`src/rtl/mem_stage_rsp_if.sv`:
```
// Memory-stage pipeline bundle: Execute->Memory payload, Memory->Writeback payload,
// data-response channel, flush and forwarding bus. The slave side is the memory stage.
interface mem_stage_rsp_if #(
  parameter int XLEN = 32,
  parameter int RA_W = 5
);
  logic            W_allowin;
  logic            M_allowin;
  logic            EM_valid;
  logic [XLEN-1:0] em_pc;
  logic [XLEN-1:0] em_alu_result;
  logic            em_gr_we;
  logic [RA_W-1:0] em_dest;
  logic [3:0]      em_mem_type;
  logic            em_mem_req;
  logic            flush;
  logic            data_ok;
  logic [XLEN-1:0] data_rdata;
  logic            MW_valid;
  logic [XLEN-1:0] mw_pc;
  logic [XLEN-1:0] mw_result;
  logic            mw_gr_we;
  logic [RA_W-1:0] mw_dest;
  logic [RA_W-1:0] fwd_dest;
  logic [XLEN-1:0] fwd_data;
  logic            fwd_pending;

  modport slave (
    input  W_allowin, EM_valid, em_pc, em_alu_result, em_gr_we, em_dest,
           em_mem_type, em_mem_req, flush, data_ok, data_rdata,
    output M_allowin, MW_valid, mw_pc, mw_result, mw_gr_we, mw_dest,
           fwd_dest, fwd_data, fwd_pending
  );

  modport master (
    output W_allowin, EM_valid, em_pc, em_alu_result, em_gr_we, em_dest,
           em_mem_type, em_mem_req, flush, data_ok, data_rdata,
    input  M_allowin, MW_valid, mw_pc, mw_result, mw_gr_we, mw_dest,
           fwd_dest, fwd_data, fwd_pending
  );
endinterface

```
`src/rtl/mem_stage_rsp.sv`:
```
// Memory pipeline stage for split-transaction loads: waits for data_ok, buffers a response
// under Writeback stall, drops responses of flushed loads and extracts sub-word load data.
module mem_stage_rsp_chk #(
  parameter int CNT_W      = 2,
  parameter int MAX_CANCEL = 3
) (
  input logic             clk,
  input logic             rstn,
  input logic             cancel_inc,
  input logic             cancel_dec,
  input logic [CNT_W-1:0] cancel_cnt
);
  // More flushed-but-unanswered loads than the counter can track is a configuration error.
  property p_cancel_no_overflow;
    @(posedge clk) disable iff (!rstn)
      !(cancel_inc && !cancel_dec && (cancel_cnt == CNT_W'(MAX_CANCEL)));
  endproperty
  a_cancel_no_overflow: assert property (p_cancel_no_overflow);
endmodule

module mem_stage_rsp #(
  parameter int XLEN       = 32,
  parameter int RA_W       = 5,
  parameter int MAX_CANCEL = 3
) (
  input logic            clk,
  input logic            rstn,
  mem_stage_rsp_if.slave bus
);
  localparam int OFF_W = $clog2(XLEN / 8);
  localparam int CNT_W = $clog2(MAX_CANCEL + 1);

  logic             m_valid_r;
  logic [XLEN-1:0]  pc_r;
  logic [XLEN-1:0]  alu_r;
  logic             gr_we_r;
  logic [RA_W-1:0]  dest_r;
  logic [3:0]       mem_type_r;
  logic             req_r;
  logic             rsp_got_r;
  logic [XLEN-1:0]  rsp_buf_r;
  logic [CNT_W-1:0] cancel_cnt_r;
  logic [CNT_W-1:0] cancel_nxt_s;

  logic             no_cancel_s;
  logic             discard_s;
  logic             owned_s;
  logic             ready_go_s;
  logic             allowin_s;
  logic             accept_s;
  logic             cancel_inc_s;
  logic             capture_s;
  logic [OFF_W-1:0] off_s;
  logic [XLEN-1:0]  ld_raw_s;
  logic [7:0]       byte_s;
  logic [15:0]      half_s;
  logic [31:0]      word_s;
  logic [XLEN-1:0]  ld_ext_s;
  logic [XLEN-1:0]  result_s;

  assign no_cancel_s  = (cancel_cnt_r == CNT_W'(0));
  assign discard_s    = bus.data_ok & ~no_cancel_s;
  assign owned_s      = bus.data_ok & no_cancel_s & m_valid_r & req_r & ~rsp_got_r;
  assign ready_go_s   = ~req_r | rsp_got_r | (bus.data_ok & no_cancel_s);
  assign allowin_s    = ~m_valid_r | (ready_go_s & bus.W_allowin);
  assign accept_s     = bus.EM_valid & allowin_s;
  assign capture_s    = owned_s & ~bus.W_allowin;
  assign cancel_inc_s = bus.flush & m_valid_r & req_r & ~rsp_got_r & ~owned_s;

  // A flush and a discarded response in the same cycle cancel each other out.
  always_comb begin
    cancel_nxt_s = cancel_cnt_r;
    if (cancel_inc_s && !discard_s) begin
      if (cancel_cnt_r != CNT_W'(MAX_CANCEL)) begin
        cancel_nxt_s = cancel_cnt_r + CNT_W'(1);
      end else begin
        cancel_nxt_s = cancel_cnt_r;
      end
    end else if (discard_s && !cancel_inc_s) begin
      cancel_nxt_s = cancel_cnt_r - CNT_W'(1);
    end else begin
      cancel_nxt_s = cancel_cnt_r;
    end
  end

  // Stage state: valid bit, instruction payload, response buffer and cancel counter.
  always_ff @(posedge clk) begin
    if (!rstn) begin
      m_valid_r    <= 1'b0;
      pc_r         <= '0;
      alu_r        <= '0;
      gr_we_r      <= 1'b0;
      dest_r       <= '0;
      mem_type_r   <= 4'b0000;
      req_r        <= 1'b0;
      rsp_got_r    <= 1'b0;
      rsp_buf_r    <= '0;
      cancel_cnt_r <= '0;
    end else begin
      if (bus.flush && m_valid_r) begin
        m_valid_r <= 1'b0;
      end else if (allowin_s) begin
        m_valid_r <= bus.EM_valid;
      end else begin
        m_valid_r <= m_valid_r;
      end
      if (accept_s) begin
        pc_r       <= bus.em_pc;
        alu_r      <= bus.em_alu_result;
        gr_we_r    <= bus.em_gr_we;
        dest_r     <= bus.em_dest;
        mem_type_r <= bus.em_mem_type;
        req_r      <= bus.em_mem_req;
        rsp_got_r  <= 1'b0;
      end else if (capture_s) begin
        rsp_got_r  <= 1'b1;
      end
      if (capture_s) begin
        rsp_buf_r <= bus.data_rdata;
      end
      cancel_cnt_r <= cancel_nxt_s;
    end
  end

  assign off_s    = alu_r[OFF_W-1:0];
  assign ld_raw_s = rsp_got_r ? rsp_buf_r : bus.data_rdata;
  assign byte_s   = ld_raw_s[{off_s, 3'b000} +: 8];
  assign half_s   = ld_raw_s[{off_s[OFF_W-1:1], 4'b0000} +: 16];

  if (XLEN == 64) begin : g_word64
    assign word_s = ld_raw_s[{off_s[OFF_W-1], 5'b00000} +: 32];
  end else begin : g_word32
    assign word_s = ld_raw_s[31:0];
  end

  // Sub-word selection with sign/zero extension; word beats half beats byte.
  always_comb begin
    ld_ext_s = '0;
    if (mem_type_r[3]) begin
      ld_ext_s = mem_type_r[2] ? XLEN'(word_s) : XLEN'($signed(word_s));
    end else if (mem_type_r[1]) begin
      ld_ext_s = mem_type_r[2] ? XLEN'(half_s) : XLEN'($signed(half_s));
    end else begin
      ld_ext_s = mem_type_r[2] ? XLEN'(byte_s) : XLEN'($signed(byte_s));
    end
  end

  assign result_s        = (mem_type_r == 4'b0000) ? alu_r : ld_ext_s;

  assign bus.M_allowin   = allowin_s;
  assign bus.MW_valid    = m_valid_r & ready_go_s & ~bus.flush;
  assign bus.mw_pc       = pc_r;
  assign bus.mw_result   = result_s;
  assign bus.mw_gr_we    = gr_we_r;
  assign bus.mw_dest     = dest_r;
  assign bus.fwd_dest    = (m_valid_r & gr_we_r) ? dest_r : '0;
  assign bus.fwd_data    = result_s;
  assign bus.fwd_pending = m_valid_r & gr_we_r & req_r & ~ready_go_s;

  mem_stage_rsp_chk #(
    .CNT_W      (CNT_W),
    .MAX_CANCEL (MAX_CANCEL)
  ) u_chk (
    .clk        (clk),
    .rstn       (rstn),
    .cancel_inc (cancel_inc_s),
    .cancel_dec (discard_s),
    .cancel_cnt (cancel_cnt_r)
  );
endmodule

```
`src/flat_wrapper.sv`:
```
// flat-port wrapper written by rule: the top's interface ports become plain ports
module mem_stage_rsp_flat 
#(
  parameter int XLEN       = 32,
  parameter int RA_W       = 5,
  parameter int MAX_CANCEL = 3
)
  (clk, rstn, bus_W_allowin, bus_EM_valid, bus_em_pc, bus_em_alu_result, bus_em_gr_we, bus_em_dest, bus_em_mem_type, bus_em_mem_req, bus_flush, bus_data_ok, bus_data_rdata, bus_M_allowin, bus_MW_valid, bus_mw_pc, bus_mw_result, bus_mw_gr_we, bus_mw_dest, bus_fwd_dest, bus_fwd_data, bus_fwd_pending);
  mem_stage_rsp_if #(.XLEN(XLEN), .RA_W(RA_W)) bus_i ();
  input logic clk;
  input logic rstn;
  input wire logic [$bits(bus_i.W_allowin)-1:0] bus_W_allowin;
  input wire logic [$bits(bus_i.EM_valid)-1:0] bus_EM_valid;
  input wire logic [$bits(bus_i.em_pc)-1:0] bus_em_pc;
  input wire logic [$bits(bus_i.em_alu_result)-1:0] bus_em_alu_result;
  input wire logic [$bits(bus_i.em_gr_we)-1:0] bus_em_gr_we;
  input wire logic [$bits(bus_i.em_dest)-1:0] bus_em_dest;
  input wire logic [$bits(bus_i.em_mem_type)-1:0] bus_em_mem_type;
  input wire logic [$bits(bus_i.em_mem_req)-1:0] bus_em_mem_req;
  input wire logic [$bits(bus_i.flush)-1:0] bus_flush;
  input wire logic [$bits(bus_i.data_ok)-1:0] bus_data_ok;
  input wire logic [$bits(bus_i.data_rdata)-1:0] bus_data_rdata;
  output wire logic [$bits(bus_i.M_allowin)-1:0] bus_M_allowin;
  output wire logic [$bits(bus_i.MW_valid)-1:0] bus_MW_valid;
  output wire logic [$bits(bus_i.mw_pc)-1:0] bus_mw_pc;
  output wire logic [$bits(bus_i.mw_result)-1:0] bus_mw_result;
  output wire logic [$bits(bus_i.mw_gr_we)-1:0] bus_mw_gr_we;
  output wire logic [$bits(bus_i.mw_dest)-1:0] bus_mw_dest;
  output wire logic [$bits(bus_i.fwd_dest)-1:0] bus_fwd_dest;
  output wire logic [$bits(bus_i.fwd_data)-1:0] bus_fwd_data;
  output wire logic [$bits(bus_i.fwd_pending)-1:0] bus_fwd_pending;
  assign bus_i.W_allowin = bus_W_allowin;
  assign bus_i.EM_valid = bus_EM_valid;
  assign bus_i.em_pc = bus_em_pc;
  assign bus_i.em_alu_result = bus_em_alu_result;
  assign bus_i.em_gr_we = bus_em_gr_we;
  assign bus_i.em_dest = bus_em_dest;
  assign bus_i.em_mem_type = bus_em_mem_type;
  assign bus_i.em_mem_req = bus_em_mem_req;
  assign bus_i.flush = bus_flush;
  assign bus_i.data_ok = bus_data_ok;
  assign bus_i.data_rdata = bus_data_rdata;
  assign bus_M_allowin = bus_i.M_allowin;
  assign bus_MW_valid = bus_i.MW_valid;
  assign bus_mw_pc = bus_i.mw_pc;
  assign bus_mw_result = bus_i.mw_result;
  assign bus_mw_gr_we = bus_i.mw_gr_we;
  assign bus_mw_dest = bus_i.mw_dest;
  assign bus_fwd_dest = bus_i.fwd_dest;
  assign bus_fwd_data = bus_i.fwd_data;
  assign bus_fwd_pending = bus_i.fwd_pending;
  mem_stage_rsp #(.XLEN(XLEN), .RA_W(RA_W), .MAX_CANCEL(MAX_CANCEL)) u_core (.clk(clk), .rstn(rstn), .bus(bus_i));
endmodule
```
`config.mk`:
```
export PLATFORM = sky130hd
export DESIGN_NAME = mem_stage_rsp_flat
export DESIGN_NICKNAME = d
export VERILOG_FILES = /design/src/rtl/mem_stage_rsp_if.sv /design/src/rtl/mem_stage_rsp.sv /design/src/flat_wrapper.sv
export SDC_FILE = /design/constraint.sdc
export NUM_CORES = 1
export LEC_CHECK = 0
export ABC_AREA = 0
export BUFFER_PORTS_ARGS = -buffer_cell sky130_fd_sc_hd__buf_2
export CAP_MARGIN = 10
export CORE_ASPECT_RATIO = 0.5
export CORE_UTILIZATION = 45
export DETAILED_ROUTE_END_ITERATION = 16
export PLACE_DENSITY = 0.72
export SYNTH_ARGS = -nofsm -noshare
export SYNTH_HDL_FRONTEND = slang
export SYNTH_SLANG_ARGS = --single-unit
```
`constraint.sdc`:
```
create_clock -name clk -period 3.6 [get_ports clk]
set_input_delay 1.08 -clock clk [delete_from_list [all_inputs] [get_ports clk]]
set_output_delay 1.08 -clock clk [all_outputs]
set_load 0.05 [all_outputs]
```
==> summary.txt, run 1 <==
Outcome
  • Status: finished, violations left
  • Violated checks: setup timing

Detailed routing
  • Final ANT Viol Nets: 0
  • Via Count: around 5500
  • DRT iter0 DRCs: around 440
  • WL/cell: about 16 um
  • Detailed Route WL: about 16000 um
  • Drt first pass iters: 6
  • Vias per cell: 5.31
  • Drc violations: 0

Worst setup path
  • Crit path DAT: ~2.6 ns
  • Crit end category: output pin
  • Critical Path RT: 2.52 ns
  • Critical path class: in -> out
  • Crit path launch type: input port
  • Worst Path Max Fanout: 15

Placed design
  • DP HPWL: around 12000 um
  • Placed Area: around 0.0071 sq mm
  • Port bufs: between 200 and 250
  • Routability cong.: between 0.9 and 1
  • Dpl ws: -0.193 ns
  • Placed Cells: between 1000 and 1500

Global route
  • First-pass GRT wire length: ~26000 um
  • Global route overflow: 0
  • Initial antenna violation count: 1
  • Vias in the first global route: a little over 5000
  • Largest net degree at the start of global routing: approximately 120
  • All-Layer GR Usage: between 20% and 30%

Timing
  • Fin. max-slew vios: 0
  • Fmax: 0.271 GHz
  • Final setup TNS: -2.43 ns
  • Final Skew: 0.00813 ns
  • Setup Viol. Count Final: 44
  • RSZ-0062 raised after global routing: yes
  • Hold Vio Cnt, Final: 0
  • Min Tclk post-route: about 3.7 ns
  • Period utilization: 102%
  • Fin Hold WS: 0.453 ns
  • Worst slew margin: roughly 53%
  • Worst slew pin tran: between 0.6 and 0.7 ns
  • Worst setup margin: -0.0855 ns

Yosys
  • Synth Area per Inst: 8.69 sq um
  • Async set-reset flop share out of synthesis: 0%
  • YS warnings: 0
  • Synth cell types: 46
  • Synth top area cells: dfxtp_1 37%, mux2i_1 15%, nand2_1 15%
  • Syn_nets: 798
  • Post-Syn Area: 0.00595 sq mm
  • Leading cell type by number of instances after synthesis: nand2_1
  • Synth top area share: about 37%
  • Post-synth top cells: 235 x nand2_1, 111 x dfxtp_1, 89 x mux2i_1, 37 x buf_4, 36 x clkbuf_1
  • Predominant post-synthesis flop cell: dfxtp_1
  • Post-synthesis sequential area ratio: 37.3%
  • Syn Inst Count: between 600 and 700
  • Largest area contributor in the synthesized netlist: dfxtp_1
  • Seq cells post-synth: about 110
  • Post-synth EDFFs: 0

Clock network
  • Num CTS Buffers: 9
  • CTS tree: built
  • Clk slew on worst S/H paths: around 0.070 ns
  • Root buffer cell: clkbuf_16
  • Cts-stage hold buffer count: 0
  • Clk buf depth: 2
  • Htree depth: 3
  • Clk_lat worst skew: ~0.35 ns
  • Clk sinks: 111

Power
  • Leakage dissipation: ~3.5 nW
  • Power Total: 3.76 mW
  • VDD IR max: about 300 uV
  • Power Dens Cells: between 400 and 500 mW/mm^2

Cells and area
  • Final Util: slightly above 60%
  • Final Net Count: about 970
  • ANT cells: 0
  • Layout Cells excl Fill: around 1000
  • Share of layout cells above drive strength 1: 38.6%
  • Area Growth Syn to Fin: 32.1%
  • Final instance area: just under 0.008 sq mm

Min path
  • Type of the worst min-delay path: reg -> reg

Floorplanning
  • Initial Utilization: 46.6%
  • Die Wd: approximately 160 um
  • # rows: 29
  • Core area: 0.0128 sq mm
  • Die height: between 80 and 90 um
  • Die ar.: 0.0137 sq mm
  • Io pins: 223

Run
  • Max Cap Viol: 0
==> flip-flops by register name, indices dropped and copies added, names as in the netlist <==
register	cells
u_core.req_r	1
u_core.mem_type_r	4
u_core.m_valid_r	1
u_core.cancel_cnt_r	2
u_core.bus.mw_pc	32
u_core.bus.mw_dest	5
u_core.alu_r	32
u_core.rsp_got_r	1
u_core.rsp_buf_r	32
u_core.bus.mw_gr_we	1
==> cell families after synthesis <==
family	synth area share (%)
AND/OR/NAND/NOR	18.7
flip-flops	37.3
AO/OA/AOI/OAI	12.3
multiplexers	23.1
buffers and inverters	8.51
==> timing repair <==
action	CTS	global route
resized for setup	98	32
pin swaps	2	5
setup buffers	0	1
setup endpoints to repair	50	55
==> where the power goes <==
part / total [mW] / switching, mW / leakage (nW) / internal (mW)
clock: 1.05 / 0.484 / 0.155 / 0.571
combinational: 1.37 / 0.903 / 2.44 / 0.469
sequential: 1.33 / 0.0462 / 0.909 / 1.29
==> worst paths after layout <==
| path | start | endpoint | slack [ns] | cells past startpoint |
|---|---|---|---|---|
| worst max-delay path | bus_data_rdata[15] | bus_fwd_data[19] | -0.09 | 7 |
| worst min-delay path | u_core.rsp_buf_r[5]$_SDFFE_PN0P_ | u_core.rsp_buf_r[5]$_SDFFE_PN0P_ | 0.45 | 2 |
| worst max register to register | u_core.m_valid_r$_SDFFE_PP0P_ | u_core.rsp_buf_r[28]$_SDFFE_PN0P_ | 1.49 | 5 |
| worst min register to register | u_core.rsp_buf_r[5]$_SDFFE_PN0P_ | u_core.rsp_buf_r[5]$_SDFFE_PN0P_ | 0.45 | 2 |
==> worst max-delay path: stages <==
cell and delay, ns:
buf_6 0.09, mux4_2 0.49, mux2i_4 0.18, nor4_4 0.06
buf_6 0.17, a311o_2 0.35, buf_6 0.17
==> layout make-up <==
type,count,area [sq um]
Clock buffer,10,239
Clock inverter,6,76.3
Fill cell,1109,4910
Inverter,3,11.3
Multi-Input combinational cell,483,3360
Sequential cell,111,2220
Tap cell,170,213
Timing Repair Buffer,248,1730
==> layout by cell type (no fill, tap or decap), types with 2 or more instances in the layout <==
cell type	count
a21boi_0	20
a21boi_1	14
a21oi_1	6
a221o_2	8
a222oi_1	8
a22o_1	5
a311o_2	7
and2_1	2
and3_1	7
buf_12	5
buf_2	164
buf_4	29
buf_6	42
buf_8	8
clkbuf_16	9
clkinv_4	3
dfxtp_1	109
dfxtp_2	2
inv_1	2
mux2_2	18
mux2i_1	89
mux4_2	11
nand2_1	226
nand2_4	8
nand2b_1	3
nor2_1	12
o211ai_1	6
o21ai_0	6
or3_1	2
==> per-layer routing <==
metal  vias up  part of all wire, %  track usage [%]
met5         -                0.079                0
met4         2                  2.6             9.17
met3        45                  8.3             6.99
met2       205                   47             38.2
met1      2560                   42             29.9
li1       2665                    -                -
(Power assumes the default switching activity.)
==> run 2, diff against run 1 <==
SYNTH_HIERARCHICAL = 1   (was unset)
==> run 2 against run 1 <==
  * Die area fell by 0.12%
  * The flow still finishes with violations (setup timing)
  * Critical path type unchanged
  * Synthesized cell count up 0.88%
  * Register-to-register slack better by 0.04 ns
  * Clock skew fell by 0.0018 ns
==> summary.txt, run 2 <==
Global route
  • All-Layer GR Usage: 23.9% (+0.15 points)
  • Vias in the first global route: 5204 (+0.93%)
  • First-pass GRT wire length: 25900 um (+1.4%)
  • Largest net degree at the start of global routing: 73 (-40%)
  • Global route overflow: 0 (unchanged)
  • Initial antenna violation count: 0 (-1)

Detailed routing
  • Drc violations: 0 (unchanged)
  • Via Count: 5504 (+0.49%)
  • Vias per cell: 5.32 (+0.10%)
  • Drt first pass iters: 5 (-1)
  • Detailed Route WL: 16800 um (+2.1%)
  • DRT iter0 DRCs: 404 (-7.1%)
  • WL/cell: 16.2 um (+1.7%)
  • Final ANT Viol Nets: 0 (unchanged)

Worst setup path
  • Critical Path Max Stage Delay: 0.51 ns (+0.02 ns)
  • Buf/Inv on CP: 3 (unchanged)
  • Top delay family on crit path: compound AO/OA/AOI/OAI gates
  • Crit end category: output pin
  • CP max stage cell: mux4_2
  • Worst Path Max Fanout: 16 (+1)
  • Critical Path RT: 2.52 ns (about the same)
  • Critical path class: in -> out
  • Crit path DAT: 2.58 ns (-0.03 ns)
  • Crit path launch type: input port
  • Critical Path, Cell by Cell: buf_8 > mux4_2 > o21ai_4 > a211oi_4 > buf_12 > a221o_4 > buf_6

Timing
  • Min Tclk post-route: 3.66 ns (-0.0294 ns)
  • Worst slew pin tran: 0.682 ns (-0.00830 ns)
  • Final setup TNS: -1.10 ns (+1.33 ns)
  • RSZ-0062 raised after global routing: yes
  • Worst setup margin: -0.0562 ns (+0.0294 ns)
  • Final Skew: 0.00630 ns (-0.00183 ns)
  • Worst slew margin: 54.4% (+1.1 points)
  • Hold Vio Cnt, Final: 0 (unchanged)
  • Fmax: 0.274 GHz (+0.80%)
  • Fin. max-slew vios: 0 (unchanged)
  • Setup Viol. Count Final: 40 (-9.1%)
  • Period utilization: 102% (-0.82 points)

Cells and area
  • Share of layout cells above drive strength 1: 38.5% (-0.063 points)
  • ANT cells: 0 (unchanged)
  • Final Net Count: 973 (+0.41%)
  • Most common cell after layout, fill and taps aside: nand2_1
  • Most frequent cells in the layout: 231 x nand2_1, 171 x buf_2, 110 x dfxtp_1
  • Area Growth Syn to Fin: 31.7%
  • Final-layout fill cell count: 1106 (-0.27%)

Placed design
  • DP HPWL: 11900 um (+1.8%)
  • Port bufs: 222 (unchanged)
  • Dpl ws: -0.385 ns (-0.192 ns)
  • Routability cong.: 0.877 (-5.3%)

Yosys
  • Post-synth EDFFs: 0 (unchanged)
  • Seq cells post-synth: 111 (unchanged)
  • Syn Inst Count: 691 (+0.88%)
  • Syn_nets: 804 (+0.75%)
  • Async set-reset flop share out of synthesis: 0% (unchanged)
  • Post-Syn Area: 0.00594 sq mm (-0.13%)
  • YS warnings: 6 (+6)
  • Post-synth top cells: 232 x nand2_1, 111 x dfxtp_1, 90 x mux2i_1, 37 x buf_4, 33 x clkbuf_1
  • Synth top area share: 37.4% (+0.047 points)
  • Largest area contributor in the synthesized netlist: dfxtp_1
  • Predominant post-synthesis flop cell: dfxtp_1
  • Synth Area per Inst: 8.60 sq um (-0.99%)
  • Post-synthesis sequential area ratio: 37.4% (+0.047 points)
  • Synth cell types: 48 (+4.3%)
  • Leading cell type by number of instances after synthesis: nand2_1
  • Synth top area cells: dfxtp_1 37%, mux2i_1 15%, nand2_1 15%

Clock network
  • Htree depth: 3 (unchanged)
  • Clk_lat worst skew: 0.34 ns (about the same)
  • Clk sinks: 111 (unchanged)
  • Clk slew on worst S/H paths: 0.07 ns (about the same)
  • Clk buf depth: 2 (unchanged)
  • Root buffer cell: clkbuf_16
  • CTS tree: built
  • Num CTS Buffers: 9 (unchanged)

Power
  • Leakage dissipation: 3.48 nW (-0.87%)
  • Power Dens Cells: 490 mW/mm^2 (+2.4%)
  • VDD IR max: 372 uV (+26%)

Outcome
  • Status: finished, violations left
  • Violated checks: setup timing

Floorplanning
  • Io pins: 223 (unchanged)
  • Initial Utilization: 46.5% (-0.059 points)
  • # rows: 29 (unchanged)
  • Core area: 0.0128 sq mm (unchanged)
  • Die height: 83.3 um (about the same)
  • Die Wd: 165 um (about the same)
  • Die ar.: 0.0137 sq mm (-0.12%)

Run
  • Max Cap Viol: 0 (unchanged)

Min path
  • Type of the worst min-delay path: reg -> reg
run 2: cell count changes in the layout (fill, tap and decap cells not counted), sizes merged, moves of 5 or more:
cell	change
o211ai	-5
a21oi	+9
mux2	+7
o221ai	+5
a222oi	-8
a311o	-7
mux4	-8
a22oi	+10
a22o	-5
run 2: power by group:
part | total (mW) | switching, mW | internal, mW
Clock | 0.978 | 0.465 | 0.513
Combinational | 1.52 | 1.00 | 0.517
Sequential | 1.34 | 0.0495 | 1.29
Total | 3.84 | 1.52 | 2.32
run 2: path summary, 6_finish.rpt:
kind                                             from                                end  slack [ns]  cells past startpoint
setup / recovery                   bus_data_rdata[15]                   bus_fwd_data[22]       -0.06                      7
hold / removal      u_core/rsp_buf_r[12]$_SDFFE_PN0P_  u_core/rsp_buf_r[12]$_SDFFE_PN0P_        0.46                      2
setup reg to reg  u_core/cancel_cnt_r[1]$_SDFFE_PN0P_  u_core/bus.mw_pc[31]$_SDFFE_PN0P_        1.53                      5
hold reg to reg     u_core/rsp_buf_r[12]$_SDFFE_PN0P_  u_core/rsp_buf_r[12]$_SDFFE_PN0P_        0.46                      2
run 2: layout make-up:
| cell class | instances | area [sq um] | share of cell area, % |
|---|---|---|---|
| Clock buffer | 11 | 253 | 3.23 |
| Clock inverter | 5 | 42.5 | 0.543 |
| Multi-Input combinational cell | 491 | 3410 | 43.5 |
| Inverter | 2 | 7.51 | 0.0959 |
| Timing Repair Buffer | 245 | 1680 | 21.5 |
| Sequential cell | 111 | 2230 | 28.4 |
| Tap cell | 170 | 213 | 2.72 |
run 2: stage by stage:
| step | power [mW] | utilization [%] | hold slack [ns] | cells | cell area (sq um) |
|---|---|---|---|---|---|
| after global routing | 3.98 | 61.3 | 0.473 | 1035 | 7830 |
| after CTS | 3.78 | 59.9 | 0.458 | 1035 | 7650 |
| after floorplan | 2.48 | - | 0.432 | 691 | 6140 |
| after detailed placement | 2.69 | 55.8 | 0.445 | 1018 | 7130 |
| final | 3.84 | 61.3 | 0.456 | 1035 | 7830 |
| after global placement | 2.67 | 55.8 | 0.438 | 1018 | 7130 |
run 2: worst min-delay path: cells and delay by family (launching register included):
kind | cells | cell delay (ns)
flops | 1 | 0.31
compound gates | 1 | 0.05
simple gates | 1 | 0.05
run 2: repair_timing:
| action | CTS | global route |
|---|---|---|
| hold buffers | 0 | 0 |
| pin swaps | 2 | 6 |
| setup endpoints to repair | 48 | 54 |
| resized for setup | 69 | 50 |
| buffers inserted | 1 | 0 |
run 2: cells by family (layout without fill, tap and decap cells):
kind of cell	count (synthesis)	after routing	synth area share [%]
buf+inv	89	263	9.24
mux	119	119	21.2
simple gates	267	267	18.7
flops	111	111	37.4
compound gates	105	105	13.5
run 2: layer usage:
layer / up-vias / global-route usage, % / share of wire, %
met5: - / 0 / 0
met4: 0 / 7.17 / 1.9
met3: 29 / 5.29 / 6.5
met2: 193 / 39.9 / 48
met1: 2603 / 30.7 / 43
li1: 2679 / - / -
